## src/rtl/seq_detector_moore_if.sv

```systemverilog
// Serial pattern detector bus.
// Bundles the per-bit control/data inputs and the match outputs so the
// detector and its driver share one connection point.
//   en        : accept A on this clock edge
//   A         : serial data bit
//   overlap   : 1 = overlapping detection, 0 = non-overlapping
//   load      : capture pat_in as the new pattern
//   pat_in    : runtime pattern, first-received bit in the MSB
//   clr_cnt   : synchronous clear of match_cnt
//   Y         : Moore match flag
//   match_cnt : saturating count of matches
// Modports: master drives the inputs and observes the results; slave is
// the detector.
interface seq_detector_moore_if #(
  parameter int N     = 4,
  parameter int CNT_W = 8
);
  logic             en;
  logic             A;
  logic             overlap;
  logic             load;
  logic [N-1:0]     pat_in;
  logic             clr_cnt;
  logic             Y;
  logic [CNT_W-1:0] match_cnt;

  modport master (
    output en, A, overlap, load, pat_in, clr_cnt,
    input  Y, match_cnt
  );

  modport slave (
    input  en, A, overlap, load, pat_in, clr_cnt,
    output Y, match_cnt
  );
endinterface

```

## src/rtl/seq_detector_moore.sv

```systemverilog
// Moore serial sequence detector with runtime-loadable pattern,
// overlap/non-overlap selection and a saturating match counter.
// Ports:
//   clk   : single clock, all state updates on the rising edge
//   reset : asynchronous active-low reset
//   bus   : seq_detector_moore_if slave (en, A, overlap, load, pat_in,
//           clr_cnt in; Y, match_cnt out)
// Y is decoded only from registered state (full history window equal to
// the pattern), so it never depends combinationally on any input.
module seq_detector_moore #(
  parameter int           N       = 4,
  parameter logic [N-1:0] PATTERN = 4'b0101,
  parameter int           CNT_W   = 8
) (
  input  logic               clk,
  input  logic               reset,
  seq_detector_moore_if.slave bus
);

  localparam int             FW     = $clog2(N + 1);
  localparam logic [FW-1:0]  F_FULL = FW'(N);

  logic [N-1:0]     pat_p0,  pat_nx;
  logic [N-1:0]     hist_p0, hist_nx;
  logic [FW-1:0]    fill_p0, fill_nx;
  logic [CNT_W-1:0] cnt_p0,  cnt_nx;
  logic             y;
  logic             match_nx;

  function automatic logic [CNT_W-1:0] sat_inc(input logic [CNT_W-1:0] v);
    if (v == {CNT_W{1'b1}}) return v;
    return v + CNT_W'(1);
  endfunction

  assign y = (fill_p0 == F_FULL) && (hist_p0 == pat_p0);

  always_comb begin
    pat_nx   = pat_p0;
    hist_nx  = hist_p0;
    fill_nx  = fill_p0;
    cnt_nx   = cnt_p0;
    match_nx = 1'b0;

    if (bus.load) begin
      pat_nx  = bus.pat_in;
      hist_nx = '0;
      fill_nx = '0;
    end else if (bus.en) begin
      hist_nx = {hist_p0[N-2:0], bus.A};
      // Non-overlap: after a match the incoming bit opens a fresh window,
      // so none of the matched bits are reused.
      if (!bus.overlap && y)
        fill_nx = FW'(1);
      else if (fill_p0 != F_FULL)
        fill_nx = fill_p0 + FW'(1);
      match_nx = (fill_nx == F_FULL) && (hist_nx == pat_p0);
    end

    // Clear wins over a coincident match.
    if (bus.clr_cnt)
      cnt_nx = '0;
    else if (match_nx)
      cnt_nx = sat_inc(cnt_p0);
  end

  // ---- stage 0: detector state registers ----
  always_ff @(posedge clk or negedge reset) begin
    if (!reset) begin
      pat_p0  <= PATTERN;
      hist_p0 <= '0;
      fill_p0 <= '0;
      cnt_p0  <= '0;
    end else begin
      pat_p0  <= pat_nx;
      hist_p0 <= hist_nx;
      fill_p0 <= fill_nx;
      cnt_p0  <= cnt_nx;
    end
  end

  assign bus.Y         = y;
  assign bus.match_cnt = cnt_p0;

endmodule

```

## src/flat_wrapper.sv

```systemverilog
// flat-port wrapper written by rule: the top's interface ports become plain ports
module seq_detector_moore_flat 
#(
  parameter int           N       = 4,
  parameter logic [N-1:0] PATTERN = 4'b0101,
  parameter int           CNT_W   = 8
)
  (clk, reset, bus_en, bus_A, bus_overlap, bus_load, bus_pat_in, bus_clr_cnt, bus_Y, bus_match_cnt);
  seq_detector_moore_if #(.N(N), .CNT_W(CNT_W)) bus_i ();
  input  logic clk;
  input  logic reset;
  input wire logic [$bits(bus_i.en)-1:0] bus_en;
  input wire logic [$bits(bus_i.A)-1:0] bus_A;
  input wire logic [$bits(bus_i.overlap)-1:0] bus_overlap;
  input wire logic [$bits(bus_i.load)-1:0] bus_load;
  input wire logic [$bits(bus_i.pat_in)-1:0] bus_pat_in;
  input wire logic [$bits(bus_i.clr_cnt)-1:0] bus_clr_cnt;
  output wire logic [$bits(bus_i.Y)-1:0] bus_Y;
  output wire logic [$bits(bus_i.match_cnt)-1:0] bus_match_cnt;
  assign bus_i.en = bus_en;
  assign bus_i.A = bus_A;
  assign bus_i.overlap = bus_overlap;
  assign bus_i.load = bus_load;
  assign bus_i.pat_in = bus_pat_in;
  assign bus_i.clr_cnt = bus_clr_cnt;
  assign bus_Y = bus_i.Y;
  assign bus_match_cnt = bus_i.match_cnt;
  seq_detector_moore #(.N(N), .PATTERN(PATTERN), .CNT_W(CNT_W)) u_core (.clk(clk), .reset(reset), .bus(bus_i));
endmodule
```

## config.mk

```make
export PLATFORM = sky130hd
export DESIGN_NAME = seq_detector_moore_flat
export DESIGN_NICKNAME = d
export VERILOG_FILES = /design/src/rtl/seq_detector_moore_if.sv /design/src/rtl/seq_detector_moore.sv /design/src/flat_wrapper.sv
export SDC_FILE = /design/constraint.sdc
export NUM_CORES = 1
export LEC_CHECK = 0
export ABC_AREA = 1
export ABC_CLOCK_PERIOD_IN_PS = 1470
export BUFFER_PORTS_ARGS = -buffer_cell sky130_fd_sc_hd__buf_2
export CAP_MARGIN = 30
export CORE_MARGIN = 3
export CORE_UTILIZATION = 30
export DETAILED_ROUTE_END_ITERATION = 6
export SLEW_MARGIN = 30
export SYNTH_ARGS = -nofsm -noshare
export SYNTH_HDL_FRONTEND = slang
export SYNTH_SLANG_ARGS = --single-unit
```

## constraint.sdc

```tcl
create_clock -name clk -period 1.47 [get_ports clk]
set_input_delay 0.147 -clock clk [delete_from_list [all_inputs] [get_ports clk]]
set_output_delay 0.147 -clock clk [all_outputs]
set_load 0.005 [all_outputs]
```

# Yosys cells after proc, flatten, opt, wreduce, memory -nomap -nowiden
# Cells that the tools add are included.
# word_totals
reg_bits,19
in_bits,11
word_cells,36
# op_classes
mux,16
eq_ne,7
n_addsub,2
reduce_logical,7
# op_table
op,n
$mux W8,3
$mux W3,6
$add A8 B1 Y8 const B,1
$eq A4 B4 Y1,2
$eq A8 B8 Y1 const B,1
$mux W4,2
$eq A3 B3 Y1 const B,2
$ne A3 B3 Y1 const B,2
$mux W1,5
$reduce_bool A2 Y1,2
$add A3 B1 Y3 const B,1
$logic_and A1 B1 Y1,3
$reduce_and A2 Y1,1
$logic_not A1 Y1,1

# Longest topological paths before layout
# logic_depth
depth_word,15
mapped_depth,12
ltp_nobuf,12

# Least setup slack after synthesis
# Ideal clock, no wire load.
# synth_timing
path_type,reg2reg
start,register u_core.fill_p0[0]
end,register u_core.cnt_p0[4] (netlist: u_core.bus.match_cnt[4])
period_less_slack_ps,1452
t_arrival_ps,1335
setup_slack_ps,18
stages_incl_launch_ff,11
path_cell_list,dfrtp_1 -> inv_1 -> ha_1 -> inv_1 -> nand2_1 -> o21ai_2 -> nand3_2 -> nor3_2 -> nand2_4 -> nand3_1 -> nand2_1
# synth_via
elab_chain_len,12
word_cells_on_any_way,15
# synth_rtl
item,line_no,text
from (decl),seq_detector_moore.sv:25,"logic [FW-1:0] fill_p0, fill_nx;"
from (signal assigned),seq_detector_moore.sv:76,fill_p0 <= fill_nx;
branches (longest 3 deep; another with $add A3 B1 Y3),-,
$mux W3 (*),seq_detector_moore.sv:52,if (!bus.overlap && y)
$mux W3 (*),seq_detector_moore.sv:48,end else if (bus.en) begin
$mux W3 (*),seq_detector_moore.sv:44,if (bus.load) begin
$eq A3 B3 Y1 (*),seq_detector_moore.sv:56,match_nx = (fill_nx == F_FULL) && (hist_nx == pat_p0);
$logic_and A1 B1 Y1 (*),seq_detector_moore.sv:56,
$mux W1 (*),seq_detector_moore.sv:48,
$mux W1 (*),seq_detector_moore.sv:44,
$reduce_bool A2 Y1 (no source line) (*),-,
$reduce_and A2 Y1 (no source line) (*),-,
to (signal assigned),seq_detector_moore.sv:77,cnt_p0 <= cnt_nx;
to (decl),seq_detector_moore.sv:26,"logic [CNT_W-1:0] cnt_p0, cnt_nx;"
# Mark *: on every way between the ends. The select of a mux whose other input is x is not followed.
# A chain may end at the register's enable or synchronous reset.

# Worst setup path after layout
# layout_timing
start,register u_core.fill_p0[1]
end,output port bus_Y
# layout_via
elab_chain_len,2
# layout_rtl
item,line_no,text
$eq A3 B3 Y1,seq_detector_moore.sv:35,assign y = (fill_p0 == F_FULL) && (hist_p0 == pat_p0);
$logic_and A1 B1 Y1,seq_detector_moore.sv:35,
to (decl),flat_wrapper.sv:18,output wire logic [$bits(bus_i.Y)-1:0] bus_Y;
# Every way passes these cells.

==> qor.txt <==
Critical Path AT = 1.45 ns
Vias per cell = 4.53
Die H = 70.1 um
CTS buffer count = 3
Clock Tree Root = clkbuf_8
Starting density of the core = 32.4%
WP buf/inv = 4
Status = finished with violations
Synth cell types = 29
# setup viols final = 9
Setup CP Type = reg -> out
Worst VDD drop = 0.000317 V
Flops & latches, synth = 19
Final period util = 108%
Crit-path slowest cell = dfrtp_1
DRT iter0 DRCs = 35
Violated checks = setup timing
Ys async rst share = 100%
TritonCTS clock tree = yes
Area added between synthesis and finish = 35.3%
Diodes inserted = 0
Mapped Cells = 157
Post-route minimum period = 1.59 ns
Pre-CTS setup slack = -0.108 ns
Hpwl dp = 1.96 mm
Hold_sp = bus_pat_in[2]
Drt drc = 0
Layout cells sized above 1 = 42.1%
Setup crit start kind = flip-flop
Sink Count = 19
CP Data Required Time = 1.32 ns
Pre-antenna DRT Iters = 4
Fin. Hold Viols = 0
Overflow after GRT = 0
Worst reg2reg path startpoint = u_core.fill_p0[1]$_DFFE_PN0P_
Final Net Count = 210
Hold Path End = u_core.pat_p0[2]$_DFFE_PN1P_
Crit path max-delay family = buffers and inverters
Worst-case clock buffer depth = 2
Leakage power = 0.866 nW
Number of global-route vias before repair = 1,077
Initial antenna violation count = 0
DRT Wirelength = 2.76 mm
DR WL/cell = 11.4 um
Setup tns final = -0.913 ns
Yosys warns = 0
RSZ-0062 raised after global routing = true
Core Rows = 22
Pwr Density = 737 nW/um2
Core ar. = 3800 um2
Num ports = 20
Vias = 1,100
CP Cell Sequence = inv_2, ha_4, nand2_4, clkinv_2, nand3_4, buf_6, nor4_4, buf_2
F_max = 628 MHz
R2R cell count = 11
Seq/Total Area, Yosys = 38.8%
Worst-Margin Slew = 0.554 ns
Mapped Nets = 171
GRT Util Overall = 11.5%
R2R Setup Slk = -0.11 ns
Crit path capture type = output pin
Tot Pwr = 1.23 mW
Cell Area, Synth = 1230 um2
Post-synth EDFFs = 0
Primary FF master, synth = dfrtp_1
Most frequent cells in the layout = 41 x nand2_1, 19 x buf_2, 17 x dfrtp_1
Worst-Skew Late Latency = 0.25 ns
Max-cap violations = 0
Worst hold path class = in -> reg
Avg Inst Size Synth = 7.84 um2
First-pass GRT wire length = 4.66 mm
Slew Viols, Final = 0
Most common cell after layout, fill and taps aside = nand2_1
Crit Path Max Fanout = 5
Routability cong. = 0.766
Worst hold path depth = 3
Clock Skews = 0.00403 ns
Critical Path Max Stage Delay = 0.39 ns
Die width = 70.1 um
Reg clk slew, reported paths = 0.07 ns
Worst slew margin = 63.0%
Critical Path Stages = 8
Reg-to-Reg End = u_core.bus.match_cnt[2]$_DFFE_PN0P_
# port buffers = 19
Final ANT Viol Nets = 0
H-tree depth = 1
DIE AREA = 4910 um2
Setup WS post-layout = -0.123 ns
Largest net degree at the start of global routing = 20
==> what timing repair did <==
item / CTS / global route
hold endpoints to repair: 17 / 0
gates cloned: 0 / 0
gates resized for setup: 18 / 6
buffers inserted: 5 / 0
setup endpoints to repair: 9 / 10
hold buffers: 1 / 0
pin swaps: 8 / 7
==> cell usage after synthesis (2+ instances only) <==
| master | n | area share, % |
|---|---|---|
| inv_1 | 18 | 5.5 |
| nand3b_1 | 2 | 1.2 |
| dfrtp_1 | 17 | 35 |
| xor2_1 | 5 | 3.6 |
| nand3_2 | 4 | 3.3 |
| nand2_1 | 41 | 13 |
| o22ai_1 | 6 | 3.0 |
| dfstp_2 | 2 | 4.3 |
| ha_1 | 3 | 3.0 |
| nand4_1 | 2 | 1.0 |
| nand2_4 | 3 | 2.7 |
| inv_2 | 5 | 1.5 |
| o21ai_0 | 4 | 1.6 |
| nand2_2 | 2 | 1.0 |
| nand3_1 | 19 | 7.7 |
| nor2_1 | 9 | 2.7 |
| nor2_2 | 3 | 1.5 |
==> layer usage <==
layer | track usage, % | vias to the layer above | share of wire (%)
li1 | - | 574 | -
met1 | 14.1 | 516 | 46
met2 | 20.5 | 8 | 51
met3 | 1.73 | 2 | 1.4
met4 | 3.83 | 0 | 1.1
met5 | 0 | - | 0
==> registers in the layout, indices dropped and copies added (netlist names) <==
name and cells:
u_core.fill_p0 3, u_core.hist_p0 4, u_core.bus.match_cnt 8, u_core.pat_p0 4
==> through the flow <==
step           std cells  hold slack (ns)  utilization, %  area [um2]
4_1_cts              243           0.0823            43.0        1630
2_1_floorplan        157           -0.149               -        1230
6_report             243           0.0884            43.8        1670
5_1_grt              243           0.0855            43.8        1670
3_5_place_dp         233            0.126            38.3        1450
3_3_place_gp         233            0.115            38.3        1450
==> worst reg2reg max path, stage by stage (launching register included) <==
cell and delay, ns:
dfrtp_1 0.39, buf_4 0.15, ha_4 0.15, inv_1 0.05, nand2_1 0.05, nand3_2 0.08, nand3_2 0.10, nor2_2 0.10
nand2_2 0.09, nor2_8 0.19, nand3_2 0.09, nand2_1 0.08
==> how the worst max path moves through the flow <==
stage / to / slack [ns] / from
2_1_floorplan: u_core.bus.match_cnt[4]$_DFFE_PN0P_ / 0.02 / u_core.fill_p0[0]$_DFFE_PN0P_
3_3_place_gp: u_core.bus.match_cnt[1]$_DFFE_PN0P_ / -0.09 / u_core.fill_p0[0]$_DFFE_PN0P_
3_5_place_dp: u_core.bus.match_cnt[2]$_DFFE_PN0P_ / -0.11 / u_core.fill_p0[1]$_DFFE_PN0P_
4_1_cts: u_core.bus.match_cnt[2]$_DFFE_PN0P_ / -0.15 / u_core.fill_p0[1]$_DFFE_PN0P_
5_1_grt: u_core.bus.match_cnt[0]$_DFFE_PN0P_ / -0.24 / u_core.fill_p0[1]$_DFFE_PN0P_
6_report: bus_Y / -0.12 / u_core.fill_p0[1]$_DFFE_PN0P_
==> cell type report <==
type | instances | area [um2]
Clock buffer | 4 | 45.0
Fill cell | 397 | 2130
Inverter | 25 | 108
Multi-Input combinational cell | 110 | 738
Sequential cell | 19 | 478
Tap cell | 48 | 60.1
Timing Repair Buffer | 37 | 236
==> power breakdown <==
group,internal (mW),switching (mW),leakage [nW]
Combinational,0.135,0.166,0.591
Clock,0.192,0.166,0.0228
Sequential,0.549,0.0198,0.252
Total,0.876,0.352,0.866
==> logic make-up after synthesis <==
logic type,after synthesis,share of synthesized area (%)
compound gates,11,5.39
xor+xnor,5,3.56
fa+ha+maj,3,3.05
buf+inv,28,10.5
flops,19,38.8
simple gates,91,38.7
No activity file was read; power rests on OpenSTA's default activity.
